[src/rtl/interp_sched.sv]
// interp_sched: time-shares one interp plane-equation datapath across a triangle's per-vertex parameters.
// Define INTERP_SCHED_PERF_EN to add saturating busy-cycle and sample counters.
module interp_sched #(
  parameter int NUM_PARAMS = 8,
  parameter int INTERP_LAT = 1,
  localparam int PW = $clog2(NUM_PARAMS)
) (
  input  logic          clock_i,
  input  logic          reset_n_i,
  input  logic          tri_valid_i,
  output logic          tri_ready_o,
  input  logic [7:0]    tri_frac_bits_i,
  input  logic [31:0]   tri_fx1_i,
  input  logic [31:0]   tri_fx2_i,
  input  logic [31:0]   tri_fx3_i,
  input  logic [31:0]   tri_fy1_i,
  input  logic [31:0]   tri_fy2_i,
  input  logic [31:0]   tri_fy3_i,
  input  logic [PW:0]   tri_nparams_i,
  input  logic          span_valid_i,
  output logic          span_ready_o,
  input  logic [10:0]   span_x_i,
  input  logic [10:0]   span_y_i,
  input  logic [10:0]   span_len_i,
  input  logic          span_last_i,
  output logic          prm_rd_o,
  output logic [PW-1:0] prm_idx_o,
  input  logic [31:0]   prm_fz1_i,
  input  logic [31:0]   prm_fz2_i,
  input  logic [31:0]   prm_fz3_i,
  output logic [7:0]    ip_frac_bits_o,
  output logic [31:0]   ip_fx1_o,
  output logic [31:0]   ip_fx2_o,
  output logic [31:0]   ip_fx3_o,
  output logic [31:0]   ip_fy1_o,
  output logic [31:0]   ip_fy2_o,
  output logic [31:0]   ip_fy3_o,
  output logic [31:0]   ip_fz1_o,
  output logic [31:0]   ip_fz2_o,
  output logic [31:0]   ip_fz3_o,
  output logic [10:0]   ip_x_o,
  output logic [10:0]   ip_y_o,
  input  logic [31:0]   ip_result_i,
  output logic          out_valid_o,
  input  logic          out_ready_i,
  output logic [10:0]   out_x_o,
  output logic [10:0]   out_y_o,
  output logic [PW-1:0] out_idx_o,
  output logic [31:0]   out_value_o,
  output logic          out_last_o,
  output logic          busy_o
`ifdef INTERP_SCHED_PERF_EN
  ,
  output logic [31:0]   perf_busy_cycles_o,
  output logic [31:0]   perf_samples_o
`endif
);

  localparam int NPW = PW + 1;
  localparam int CW  = $clog2(INTERP_LAT + 1);
  localparam logic [NPW-1:0] NP_MAX = NPW'(NUM_PARAMS);

  // state  | meaning
  // IDLE   | waiting for a triangle
  // SPAN   | triangle latched, waiting for a span
  // FETCH  | one-cycle parameter-store read for idx
  // WAIT   | capture vertex values, then wait out interp latency
  // EMIT   | sample presented on the out stream
  typedef enum logic [2:0] {S_IDLE, S_SPAN, S_FETCH, S_WAIT, S_EMIT} state_e;

  state_e state_q, state_d;

  logic [7:0]     frac_q;
  logic [31:0]    fx1_q, fx2_q, fx3_q, fy1_q, fy2_q, fy3_q;
  logic [31:0]    fz1_q, fz2_q, fz3_q;
  logic [NPW-1:0] np_q;
  logic [10:0]    x_q, y_q, rem_q;
  logic [PW-1:0]  idx_q;
  logic           last_q;
  logic [CW-1:0]  cnt_q;
  logic [31:0]    value_q;

  logic tri_hs, span_hs, out_hs, span_empty, idx_more, pix_last;

  assign tri_hs     = (state_q == S_IDLE) && tri_valid_i;
  assign span_hs    = (state_q == S_SPAN) && span_valid_i;
  assign out_hs     = (state_q == S_EMIT) && out_ready_i;
  assign span_empty = (span_len_i == 11'd0) || (np_q == '0);
  assign idx_more   = (NPW'(idx_q) + NPW'(1)) < np_q;
  assign pix_last   = (rem_q == 11'd1);

  always_ff @(posedge clock_i or negedge reset_n_i) begin
    if (!reset_n_i) state_q <= S_IDLE;
    else            state_q <= state_d;
  end

  always_comb begin
    state_d = state_q;
    unique case (state_q)
      S_IDLE:  if (tri_valid_i) state_d = S_SPAN;
      S_SPAN: begin
        if (span_valid_i) begin
          if (span_empty) state_d = span_last_i ? S_IDLE : S_SPAN;
          else            state_d = S_FETCH;
        end
      end
      S_FETCH: state_d = S_WAIT;
      S_WAIT:  if (cnt_q == '0) state_d = S_EMIT;
      S_EMIT: begin
        if (out_ready_i) begin
          if (idx_more)      state_d = S_FETCH;
          else if (pix_last) state_d = last_q ? S_IDLE : S_SPAN;
          else               state_d = S_FETCH;
        end
      end
      default: state_d = S_IDLE;
    endcase
  end

  always_comb begin
    tri_ready_o  = 1'b0;
    span_ready_o = 1'b0;
    prm_rd_o     = 1'b0;
    out_valid_o  = 1'b0;
    out_last_o   = 1'b0;
    busy_o       = 1'b1;
    unique case (state_q)
      S_IDLE: begin
        tri_ready_o = 1'b1;
        busy_o      = 1'b0;
      end
      S_SPAN:  span_ready_o = 1'b1;
      S_FETCH: prm_rd_o = 1'b1;
      S_WAIT:  ;
      S_EMIT: begin
        out_valid_o = 1'b1;
        out_last_o  = pix_last && !idx_more;
      end
      default: busy_o = 1'b0;
    endcase
  end

  always_ff @(posedge clock_i or negedge reset_n_i) begin
    if (!reset_n_i) begin
      frac_q  <= '0;
      fx1_q   <= '0;
      fx2_q   <= '0;
      fx3_q   <= '0;
      fy1_q   <= '0;
      fy2_q   <= '0;
      fy3_q   <= '0;
      fz1_q   <= '0;
      fz2_q   <= '0;
      fz3_q   <= '0;
      np_q    <= '0;
      x_q     <= '0;
      y_q     <= '0;
      rem_q   <= '0;
      idx_q   <= '0;
      last_q  <= 1'b0;
      cnt_q   <= '0;
      value_q <= '0;
    end else begin
      if (tri_hs) begin
        frac_q <= tri_frac_bits_i;
        fx1_q  <= tri_fx1_i;
        fx2_q  <= tri_fx2_i;
        fx3_q  <= tri_fx3_i;
        fy1_q  <= tri_fy1_i;
        fy2_q  <= tri_fy2_i;
        fy3_q  <= tri_fy3_i;
        np_q   <= (tri_nparams_i > NP_MAX) ? NP_MAX : tri_nparams_i;
      end
      if (span_hs) begin
        x_q    <= span_x_i;
        y_q    <= span_y_i;
        rem_q  <= span_len_i;
        idx_q  <= '0;
        last_q <= span_last_i;
      end
      if (state_q == S_FETCH) cnt_q <= CW'(INTERP_LAT);
      // WAIT lasts INTERP_LAT+1 cycles: the first latches vertex values, the last captures the result
      if (state_q == S_WAIT) begin
        if (cnt_q == CW'(INTERP_LAT)) begin
          fz1_q <= prm_fz1_i;
          fz2_q <= prm_fz2_i;
          fz3_q <= prm_fz3_i;
        end
        if (cnt_q == '0) value_q <= ip_result_i;
        else             cnt_q   <= cnt_q - CW'(1);
      end
      if (out_hs) begin
        if (idx_more) begin
          idx_q <= idx_q + PW'(1);
        end else begin
          idx_q <= '0;
          x_q   <= x_q + 11'd1;
          rem_q <= rem_q - 11'd1;
        end
      end
    end
  end

  assign prm_idx_o      = idx_q;
  assign ip_frac_bits_o = frac_q;
  assign ip_fx1_o       = fx1_q;
  assign ip_fx2_o       = fx2_q;
  assign ip_fx3_o       = fx3_q;
  assign ip_fy1_o       = fy1_q;
  assign ip_fy2_o       = fy2_q;
  assign ip_fy3_o       = fy3_q;
  assign ip_fz1_o       = fz1_q;
  assign ip_fz2_o       = fz2_q;
  assign ip_fz3_o       = fz3_q;
  assign ip_x_o         = x_q;
  assign ip_y_o         = y_q;
  assign out_x_o        = x_q;
  assign out_y_o        = y_q;
  assign out_idx_o      = idx_q;
  assign out_value_o    = value_q;

`ifdef INTERP_SCHED_PERF_EN
  logic [31:0] perf_busy_q, perf_samples_q;

  always_ff @(posedge clock_i or negedge reset_n_i) begin
    if (!reset_n_i) begin
      perf_busy_q    <= '0;
      perf_samples_q <= '0;
    end else begin
      if (busy_o && (perf_busy_q != 32'hFFFF_FFFF)) perf_busy_q <= perf_busy_q + 32'd1;
      if (out_hs && (perf_samples_q != 32'hFFFF_FFFF)) perf_samples_q <= perf_samples_q + 32'd1;
    end
  end

  assign perf_busy_cycles_o = perf_busy_q;
  assign perf_samples_o     = perf_samples_q;
`endif

endmodule

[config.mk]
export PLATFORM = sky130hd
export DESIGN_NAME = interp_sched
export DESIGN_NICKNAME = d
export VERILOG_FILES = /design/src/rtl/interp_sched.sv
export SDC_FILE = /design/constraint.sdc
export NUM_CORES = 1
export LEC_CHECK = 0
export ABC_AREA = 1
export BUFFER_PORTS_ARGS = -buffer_cell sky130_fd_sc_hd__buf_2
export CAP_MARGIN = 20
export CORE_AREA = 3 3 290 292
export CTS_CLUSTER_SIZE = 20
export DETAILED_ROUTE_END_ITERATION = 12
export DIE_AREA = 0 0 293 295
export SYNTH_ARGS = -nofsm -noshare
export SYNTH_HDL_FRONTEND = slang
export SYNTH_SLANG_ARGS = --single-unit
export TNS_END_PERCENT = 30
[constraint.sdc]
create_clock -name clock_i -period 2.6 [get_ports clock_i]
set_input_delay 0.52 -clock clock_i [delete_from_list [all_inputs] [get_ports clock_i]]
set_output_delay 0.52 -clock clock_i [all_outputs]
set_load 0.01 [all_outputs]
# Word level (Yosys, flattened, before mapping)
# Index checks and enable logic that the tools add are counted.
# word_totals
register_bits,373
elab_cells,79
# op_classes
addsub,5
n_lt_le_gt_ge,2
eq_ne,9
mux,29
bitwise_logic,1
n_reduce_logical,14
# ops
operator,n
11-bit 2-to-1 mux,6
3-bit 2-to-1 mux,7
3-bit case mux with 5 select lines,1
"11-bit by 1-bit adder with 11-bit output, second input constant",1
"11-bit by 1-bit == test with 1-bit output, second input constant",1
11-bit logical NOT,1
1-bit 2-to-1 mux,11
"11-bit by 1-bit subtractor with 11-bit output, second input constant",1
"2-bit inequality test, second input constant",4
"3-bit by 2-bit == test with 1-bit output, second input constant",2
2-bit 2-to-1 mux,3
"3-bit by 1-bit adder with 4-bit output, second input constant",1
"4-bit greater-than comparator, second input constant",1
1-bit logical AND,4
4-bit logical NOT,1
4-bit less-than comparator,1
4-bit 2-to-1 mux,1
2-bit AND reduction,2
4-bit AND reduction,1
4-bit OR reduction,1
"3-bit by 1-bit adder with 3-bit output, second input constant",1
"3-bit by 1-bit == test with 1-bit output, second input constant",1
"3-bit == test, second input constant",1
3-bit logical NOT,1
other kinds (5),5

# Depth between registers and ports, before layout
# Gate-level depths: netlist (run 1).
# logic_depth
ltp_word,5
ltp_mapped,13

# Worst setup path after synthesis (run 1)
# OpenSTA, ideal clock, no wires.
# synth_timing
kind,flip-flop to output port
startpoint,register idx_q[0] (netlist: out_idx_o[0])
endpoint,output out_last_o
arrival_time_ps,1618
required_time_ps,2080
slack_ps,462
stages_incl_launch_ff,11
path_cell_list,dfrtp_1 > ha_1 > xnor2_1 > inv_1 > ha_1 > nand2_1 > inv_1 > nand2_1 > nand2_1 > nand2_1 > nor2_1
# synth_between
elab_chain_len,5
# synth_rtl
item,line,text
from (decl),78,logic [PW-1:0] idx_q;
from (signal assigned),194,idx_q <= idx_q + PW'(1);
3-bit by 1-bit adder with 4-bit output,89,assign idx_more = (NPW'(idx_q) + NPW'(1)) < np_q;
4-bit less-than comparator,89,
1-bit logical NOT,137,out_last_o = pix_last && !idx_more;
1-bit logical AND,137,
1-bit 2-to-1 mux,127,unique case (state_q)
to (decl),50,"output logic out_last_o,"
# Every way passes these cells.

# Worst setup path after layout (run 1)
# layout_timing
startpoint,register idx_q[1] (netlist: out_idx_o[1])
endpoint,output out_last_o
# Same word-level chain as after synthesis.

==> metrics.cfg, run 1 <==
[min_path]
hp-start = prm_fz3_i[23]
whs_path_depth = 3
whs_endpoint = ip_fz3_o[23]$_DFFE_PN0P_
hold_path.class = primary input to flip-flop

[grt]
antenna_found_initial = 10
grt_overflow = 0
grt_max_degree = 107
grt_pass1_vias = 13500
grtUsageTotal_pct = 12.3
grt_pass1_wl_mm = 82.2

[logic_synthesis]
seq_area_frac_synth_pct = 61.9
async_flop_share_pct = 100
synth_fp_nets = 2048
yosysTopAreaCellShare_pct = 61.9
synth_cells = 1670
synth_top_area_cell = dfrtp_1
yosysWarnings = 0
ys_types = 28
synth-edff-count = 0
synth-seq-cells = 373
syn_area_per_cell_um2 = 9.03
syn_area_um2 = 15100
synthTopCellsByArea = dfrtp_1, nand2_1, mux2_1, buf_2, buf_4
ys.flop_type = dfrtp_1

[setup_path]
startpoint = out_idx_o[1]$_DFFE_PN0P_
cp.required_ns = 2.08
cp_num_buf_inv = 2
arrival_ns = 2.16
rrSetupSlack_ns = 0.32
timing_worst_setup_path_type = flip-flop to output port
cp-end-kind = output port
rr_endpoint = ip_x_o[0]$_DFF_PN0_
critical-path-top-delay-family = flip-flops
worstReg2RegStart = out_idx_o[1]$_DFFE_PN0P_
r2r_cells = 11
slowest_delay_ns = 0.41
cp-start-kind = flip-flop
slowest_stage = dfrtp_1
path_common_cell = nand2_2
path_cells = buf_4 > and3_1 > ha_1 > a21oi_1 > nand2_2 > nand2_2 > nor2_1 > buf_2
worstPathMaxFanout = 4

[sta]
worst_pin_slew_ns = 0.637
hold_viol = 0
final.period_utilization_pct = 103
clock_skew_ns = 0.0128
maxSlewHeadroom_pct = 57.5
final-setup-viol-count = 1
slew_viol_final = 0
max_freq_mhz = 373
grt_setup_unrepaired = true
fin_tns_setup_ns = -0.0838
fin_crit_ns = 2.68
finalWorstSetupSlack_ns = -0.0838

[die]
dieArea_um2 = 86400
die-width_um = 293
num_io_pins = 755
die_h_um = 295
initial_utilization_pct = 18.4
core_area_um2 = 81800
num_rows = 105

[power_and_ir_drop]
power.leakage_uw = 0.0121
p_per_area_nw_per_um2 = 1270
p_total_uw = 27500
irDropWorstVdd_v = 0.000575

[place]
place_ws_ns = 0.252
dp_hpwl_mm = 42.5
port_buffers = 754
place_inst = 3440
gp_congestion = 0.879

[finish]
drive_gt1_share_pct = 37.1
layout.nets = 2799
final_cells = 3528
synthToLayoutAreaGrowth_pct = 43.6

[clock_network]
htreeDepth = 2
clk_pin_slew_ns = 0.06
cts_tree = yes
root_buffer = clkbuf_16
clockBufferDepth = 3
cts_sinks = 373
worstSkewPairLatency_ns = 0.55
numCtsBuffers = 44

[detailed_routing]
routed_wl_mm = 56.0
antenna_left = 0
vias = 13700
first_pass_iters = 6
avgRoutedWirePerCell_um = 15.9
drcViolationCount = 0
vias_per_cell = 3.88
drt_iter0_drc = 672

[job]
maxCapViolations = 0

[outcome]
violations = negative setup slack
status = complete, but fails checks

==> tightest hold or removal path: stages <==
cell     delay, ns
buf_2         0.07
nand2_1       0.04
nand2_1       0.04
==> where the power goes <==
group / leakage [µW] / switching [µW] / internal, µW
Clock: 0.000721 / 2460 / 3800
Combinational: 0.00687 / 6670 / 4330
Sequential: 0.00456 / 1590 / 8630
Total: 0.0121 / 10700 / 16800
==> synth_stat cells, types with 3 or more instances <==
cell and instances:
o21ai_0 25, o211ai_1 6, mux2_1 29, buf_2 57, inv_2 5, nor2_1 30
o211ai_2 5, dfrtp_1 373, xnor2_1 3, ha_1 7, nor3_1 5, nand3_1 18
nand4_1 4, nand2_1 958, a21oi_1 6, nand2_2 5, o21ai_1 10, mux2_2 14
clkbuf_1 11, buf_4 30, inv_1 47, xor2_1 12, buf_6 3
==> metal layers <==
| metal | vias to the layer above | track usage, % | share of wire, % |
|---|---|---|---|
| met3 | 107 | 3.43 | 7.8 |
| li1 | 6597 | - | - |
| met2 | 514 | 20.1 | 48 |
| met1 | 6455 | 15.5 | 41 |
| met5 | - | 0 | 0.11 |
| met4 | 10 | 4.50 | 3.1 |
==> flip-flops by register name, indices dropped and copies added, names as in the netlist, 4 cells and up <==
register and flops:
rem_q 11, ip_fz2_o 32, ip_frac_bits_o 8, ip_y_o 11, ip_fx1_o 32, out_value_o 32, ip_fx3_o 32, ip_fy2_o 32
ip_fx2_o 32, ip_fz1_o 32, ip_x_o 11, ip_fy1_o 32, ip_fy3_o 32, np_q 4, ip_fz3_o 32
==> cells in the final DEF, fill, tap and decap left out, types with 12 or more instances in the layout <==
cell         n
inv_1       47
clkbuf_8    12
nand2_1    955
xor2_1      12
buf_2      753
mux2_1      29
mux2_2      14
buf_4       41
nor2_1      30
clkbuf_1    12
o21ai_0     25
clkbuf_16   45
dfrtp_1    372
nand3_1     18
==> how the worst max path moves through the flow <==
stage	end	slack [ns]	cells past startpoint
4_1_cts	out_last_o	-0.14	11
3_3_place_gp	out_last_o	0.33	11
6_report	out_last_o	-0.08	8
2_1_floorplan	out_last_o	0.46	10
3_5_place_dp	out_last_o	0.25	11
5_1_grt	out_last_o	-0.20	11
==> layout make-up <==
cell class / instances / area (µm²)
sequential: 373 / 9340
clock buffer: 69 / 1340
antenna: 5 / 12.5
tap: 1070 / 1340
inverter: 52 / 201
clock inverter: 9 / 120
multi-input combinational: 1144 / 5010
timing repair buffer: 806 / 4300
fill: 8884 / 60200
==> per-stage QoR <==
stage | utilization [%] | hold WS [ns] | area, µm²
4_1_cts | 26.4 | 0.0961 | 21600
3_3_place_gp | 24.6 | 0.452 | 20100
5_1_grt | 26.5 | 0.112 | 21700
6_report | 26.5 | 0.156 | 21700
2_1_floorplan | - | 0.224 | 15100
3_5_place_dp | 24.6 | 0.453 | 20100
==> cell families (layout without fill, tap and decap cells) <==
family | after synthesis | after routing | share of synthesized area [%]
mux | 43 | 43 | 3.21
compound gates | 55 | 55 | 2.21
other cells | 0 | 5 | 0
flops | 373 | 373 | 61.9
fa+ha+maj | 7 | 7 | 0.581
xor+xnor | 15 | 15 | 0.871
buf+inv | 153 | 936 | 5.18
simple gates | 1024 | 1024 | 26.1
==> what timing repair did <==
item,CTS,global route
buffers inserted,3,1
gates resized for setup,7,0
endpoints found under the setup margin,1,1
endpoints found under the hold margin,32,0
pin swaps,6,4
hold buffers,1,0
No activity file was read; power rests on OpenSTA's default activity.
==> run 2: changes to the inputs <==
Settings changed: CELL_PAD_IN_SITES_DETAIL_PLACEMENT set to 1, CELL_PAD_IN_SITES_GLOBAL_PLACEMENT set to 1, CORE_AREA 3 3 290 292 to 3 3 292 294, DIE_AREA 0 0 293 295 to 0 0 295 297, PLACE_DENSITY_LB_ADDON set to 0.1.
==> metrics.cfg, run 2 (synthesis results as in run 1) <==
[outcome]
status = complete, but fails checks
violations = negative setup slack

[finish]
drive_gt1_share_pct = 37.4  ; +0.34 points
fin_util_pct = 26.5  ; +0.075 points
final_cell_mix = nand2_1, buf_2, dfrtp_1
synthToLayoutAreaGrowth_pct = 46.3
layout.nets = 2795  ; -0.14%
layout_commonest_cell = nand2_1
stdcell_area_um2 = 22100  ; +1.9%
final_cells = 3554  ; +0.74%

[job]
maxCapViolations = 0  ; unchanged

[clock_network]
clk_pin_slew_ns = 0.06  ; about the same
worstSkewPairLatency_ns = 0.57  ; +0.02 ns
numCtsBuffers = 49  ; +11%
htreeDepth = 2  ; unchanged
root_buffer = clkbuf_16
cts_tree = yes
clockBufferDepth = 3  ; unchanged
cts_sinks = 373  ; unchanged

[grt]
antenna_found_initial = 26  ; +16
grt_max_degree = 100  ; -6.5%
grt_pass1_vias = 15300  ; +14%
grt_pass1_wl_mm = 103  ; +25%
grt_overflow = 0  ; unchanged
grtUsageTotal_pct = 15.6  ; +3.3 points

[die]
num_io_pins = 755  ; unchanged
dieArea_um2 = 87600  ; +1.4%
core_area_um2 = 83200  ; +1.6%
initial_utilization_pct = 18.1  ; -0.29 points
die-width_um = 295  ; +0.68%
num_rows = 106  ; +0.95%
die_h_um = 297  ; +0.68%

[setup_path]
arrival_ns = 2.13  ; -0.03 ns
timing_worst_setup_path_type = flip-flop to output port
cp_num_buf_inv = 3  ; +1
worstPathMaxFanout = 2  ; -2
path_cells = ha_2 > xnor2_2 > inv_2 > ha_4 > nand2_2 > inv_2 > nand2_2 > nand2_2 > nand2_2 > nor2_1 > buf_4
cp.required_ns = 2.08  ; about the same
cp-start-kind = flip-flop
path_common_cell = nand2_2
cp-end-kind = output port
slowest_stage = dfrtp_1
critical-path-top-delay-family = adder cells
slowest_delay_ns = 0.38  ; -0.03 ns

[power_and_ir_drop]
irDropWorstVdd_v = 0.000523  ; -9.1%
p_per_area_nw_per_um2 = 1320  ; +4.2%
swShare_pct = 39.5  ; +0.45 points
p_switching_uw = 11500  ; +7.4%
clockPowerShare_pct = 25.5  ; +2.7 points
internal_power_uw = 17700  ; +5.4%
power.leakage_uw = 0.0123  ; +1.2%
combPwrFrac_pct = 39.4  ; -0.6 points
share_seq_of_total_power_pct = 35.1  ; -2.1 points

[min_path]
hold_path.class = primary input to flip-flop

[sta]
clock_skew_ns = 0.0130  ; +0.000198 ns
grt_setup_unrepaired = true
fin_tns_setup_ns = -0.0531  ; +0.0308 ns
hold_viol = 0  ; unchanged
final-setup-viol-count = 1  ; unchanged
slew_viol_final = 0  ; unchanged
final.period_utilization_pct = 102  ; -1.2 points
worst_pin_slew_ns = 0.849  ; +0.212 ns
finalWorstSetupSlack_ns = -0.0531  ; +0.0308 ns
fin_crit_ns = 2.65  ; -0.0308 ns
maxSlewHeadroom_pct = 43.2  ; -14 points
max_freq_mhz = 377  ; +1.2%

[place]
gp_congestion = 0.782  ; -11%
port_buffers = 754  ; unchanged
dp_hpwl_mm = 53.1  ; +25%
place_inst = 3441  ; +0.029%
place_ws_ns = 0.277  ; +0.0251 ns
place_area_um2 = 20200  ; +0.29%

[detailed_routing]
first_pass_iters = 7  ; +1
avgRoutedWirePerCell_um = 19.6  ; +23%
drcViolationCount = 0  ; unchanged
antenna_left = 0  ; unchanged
vias_per_cell = 3.92  ; +1.0%
drt_iter0_drc = 517  ; -23%
vias = 13900  ; +1.8%
routed_wl_mm = 69.6  ; +24%

[run 2: path summary, 6_finish.rpt]
check                                         start                           to  slack, ns  cells after the start
min in group asynchronous                 reset_n_i        ip_y_o[0]$_DFFE_PN0P_       0.52                      2
hold reg to reg            ip_fy1_o[24]$_DFFE_PN0P_     ip_fy1_o[24]$_DFFE_PN0P_       0.47                      2
hold / removal                         tri_fx1_i[9]      ip_fx1_o[9]$_DFFE_PN0P_       0.13                      3
max in group asynchronous                 reset_n_i  out_value_o[20]$_DFFE_PN0P_       1.25                      4
setup reg to reg           out_idx_o[1]$_DFFE_PN0P_           rem_q[0]$_DFF_PN0_       0.35                     11
setup / recovery           out_idx_o[0]$_DFFE_PN0P_                   out_last_o      -0.05                     11
[run 2: tightest hold or removal path: cells and delay by family]
family	cells	cell delay [ns]
and+or+nand+nor	2	0.08
buffers and inverters	1	0.08
[run 2: through the flow]
step	power (µW)	hold slack (ns)
after detailed placement	22100	0.460
after floorplan	16300	0.224
after global routing	31600	0.0901
after global placement	21900	0.458
after CTS	30000	0.0718
final	29200	0.129
[run 2: cell type report]
cell class,count,area (µm²)
sequential,373,9330
timing repair buffer,797,4350
inverter,52,201
tap,1080,1350
clock inverter,18,302
fill,9896,61100
antenna,19,47.5
clock buffer,71,1460
multi-input combinational,1144,5020
[run 2: what timing repair did]
action / CTS / global route
gates resized for setup: 5 / 6
setup buffers: 3 / 1
setup endpoints to repair: 1 / 1
hold endpoints to repair: 41 / 0
pin swaps: 6 / 4
hold buffers: 1 / 0
[run 2: power by group through the flow]
| stage | clock network [µW] | logic, µW | registers (µW) |
|---|---|---|---|
| 2_1_floorplan | 0 | 4830 | 11400 |
| 3_3_place_gp | 0 | 11700 | 10300 |
| 5_1_grt | 8030 | 12900 | 10700 |
| 4_1_cts | 7790 | 11900 | 10300 |
| 6_report | 7440 | 11500 | 10200 |
| 3_5_place_dp | 0 | 11800 | 10300 |
[run 2: metal layers]
metal  vias to the layer above  part of all wire (%)  wire [µm]  global-route usage [%]
met5                         -                  0.12         82                       0
met1                      6788                    36      25200                    16.5
li1                       6612                     -          -                       -
met3                       103                   6.9       4800                    4.64
met2                       410                    54      37500                    29.1
met4                        12                   2.8       1940                    5.39
==> run 3: changes to the inputs <==
==> constraint.sdc (replaced) <==
create_clock -name clock_i -period 2.6 [get_ports clock_i]
set_input_delay 0.39 -clock clock_i [delete_from_list [all_inputs] [get_ports clock_i]]
set_output_delay 0.39 -clock clock_i [all_outputs]
set_load 0.01 [all_outputs]
==> metrics.cfg, run 3 (synthesis results as in run 1) <==
[outcome]
status = completed

[setup_path]
worstPathMaxFanout = 2  ; unchanged
slowest_delay_ns = 0.39  ; about the same
path_cells = ha_2 > xnor2_2 > inv_1 > ha_1 > nand2_1 > inv_1 > nand2_2 > nand2_4 > nand2_4 > nor2_2 > buf_2
cp_num_buf_inv = 3  ; unchanged
critical-path-top-delay-family = adder cells
cp-start-kind = flip-flop
slowest_stage = dfrtp_1
cp-end-kind = output port
rrSetupSlack_ns = 0.25  ; -0.10 ns
arrival_ns = 2.19  ; +0.06 ns
timing_worst_setup_path_type = flip-flop to output port
cp.required_ns = 2.21  ; +0.13 ns

[sta]
hold_viol = 0  ; unchanged
worst_pin_slew_ns = 0.839  ; -0.00995 ns
fin_crit_ns = 2.58  ; -0.0743 ns
maxSlewHeadroom_pct = 43.9  ; +0.67 points
final-setup-viol-count = 0  ; -1
grt_setup_unrepaired = true
max_freq_mhz = 388  ; +2.9%
finalWorstSetupSlack_ns = 0.0212  ; +0.0743 ns
slew_viol_final = 0  ; unchanged
clock_skew_ns = 0.0140  ; +0.000935 ns
final.period_utilization_pct = 99.2  ; -2.9 points

[power_and_ir_drop]
p_switching_uw = 11600  ; +1.1%
irDropWorstVdd_v = 0.000452  ; -13%
internal_power_uw = 17400  ; -1.3%
swShare_pct = 40.0  ; +0.58 points
power.leakage_uw = 0.0136  ; +10%
share_seq_of_total_power_pct = 35.4  ; +0.3 points
clockPowerShare_pct = 23.5  ; -2.0 points
p_per_area_nw_per_um2 = 1160  ; -12%
combPwrFrac_pct = 41.1  ; +1.7 points

[detailed_routing]
drcViolationCount = 0  ; unchanged
drt_iter0_drc = 526  ; +1.7%
first_pass_iters = 6  ; -1
vias = 15100  ; +8.7%
avgRoutedWirePerCell_um = 18.5  ; -5.5%
antenna_left = 0  ; unchanged
routed_wl_mm = 71.3  ; +2.5%
vias_per_cell = 3.93  ; +0.22%

[grt]
grt_pass1_wl_mm = 107  ; +4.0%
grt_max_degree = 99  ; -1.0%
grtUsageTotal_pct = 16.0  ; +0.37 points
grt_pass1_vias = 16900  ; +10%
grt_overflow = 0  ; unchanged
antenna_found_initial = 6  ; -77%

[clock_network]
cts_sinks = 373  ; unchanged
numCtsBuffers = 50  ; +2.0%
worstSkewPairLatency_ns = 0.57  ; about the same
root_buffer = clkbuf_16
clk_pin_slew_ns = 0.05  ; about the same
clockBufferDepth = 3  ; unchanged
cts_tree = yes
htreeDepth = 2  ; unchanged

[die]
die-width_um = 295  ; unchanged
core_area_um2 = 83200  ; unchanged
initial_utilization_pct = 18.1  ; unchanged
num_io_pins = 755  ; unchanged
die_h_um = 297  ; unchanged
dieArea_um2 = 87600  ; unchanged
num_rows = 106  ; unchanged

[finish]
layout.nets = 3117  ; +12%
fin_util_pct = 30.1  ; +3.5 points
synthToLayoutAreaGrowth_pct = 65.9
nFillCells = 9858  ; -0.38%
drive_gt1_share_pct = 33.1  ; -4.3 points
layout_commonest_cell = nand2_1
final_cell_mix = nand2_1, buf_2, dfrtp_1

[min_path]
hold_path.class = primary input to flip-flop

[place]
place_ws_ns = 0.360  ; +0.0837 ns
dp_hpwl_mm = 53.4  ; +0.54%
port_buffers = 754  ; unchanged
gp_congestion = 0.795  ; +1.6%

[job]
maxCapViolations = 0  ; unchanged

## run 3: cell count changes in the layout (fill, tap and decap cells not counted), moves of 6 or more
cell,before,now
dlygate4sd3_1,1,314
diode_2,19,2
buf_4,24,34
bufinv_16,8,2
## run 3: layout make-up
cell class / count / area, µm² / share of cell area, %
Sequential cell: 373 / 9330 / 37.3
Timing Repair Buffer: 1118 / 7500 / 30.0
Multi-Input combinational cell: 1144 / 5020 / 20.1
Clock buffer: 72 / 1480 / 5.91
Tap cell: 1080 / 1350 / 5.40
Inverter: 52 / 201 / 0.805
Clock inverter: 14 / 128 / 0.510
Antenna cell: 2 / 5.00 / 0.0200
## run 3: power groups by stage
stage               Combinational (µW)  Sequential, µW  Clock [µW]
floorplan                         4830           11400           0
global placement                 11700           10300           0
detailed placement               11800           10300           0
CTS                              12300           10300        7170
global route                     13400           10700        7440
finish                           11900           10300        6840
## run 3: repair_timing
item                                   CTS  global route
pin swaps                                6             4
setup endpoints to repair                1             1
gates cloned                             0             0
endpoints found under the hold margin  353             0
hold buffers                           314             0
gates resized for setup                  5             4
setup buffers                            4             1
## run 3: through the flow
stage	cell area, µm²	cells	hold WS, ns	setup TNS, ns	total power [µW]
finish	25000	3855	0.0512	0	29100
global route	25000	3855	0.0148	-0.133	31500
CTS	25000	3852	0.000501	-0.0642	29800
detailed placement	20200	3448	0.395	0	22200
global placement	20200	3448	0.394	0	22000
floorplan	15100	1670	0.0944	0	16300
## run 3: worst paths after layout
path | end | cells after the start | start
max | out_last_o | 11 | out_idx_o[1]$_DFFE_PN0P_
min | out_value_o[14]$_DFFE_PN0P_ | 2 | ip_result_i[14]
max reg2reg | ip_x_o[0]$_DFF_PN0_ | 15 | out_idx_o[1]$_DFFE_PN0P_
min reg2reg | ip_fx2_o[25]$_DFFE_PN0P_ | 2 | ip_fx2_o[25]$_DFFE_PN0P_
max in group asynchronous | ip_fy3_o[15]$_DFFE_PN0P_ | 3 | reset_n_i
min in group asynchronous | ip_fz2_o[26]$_DFFE_PN0P_ | 2 | reset_n_i
## run 3: routing by layer
metal,routed length (µm),vias up,global-route usage [%]
met5,35,-,0
li1,-,7229,-
met1,26200,7344,17.1
met4,2370,6,5.51
met2,38000,444,29.8
met3,4680,115,4.38
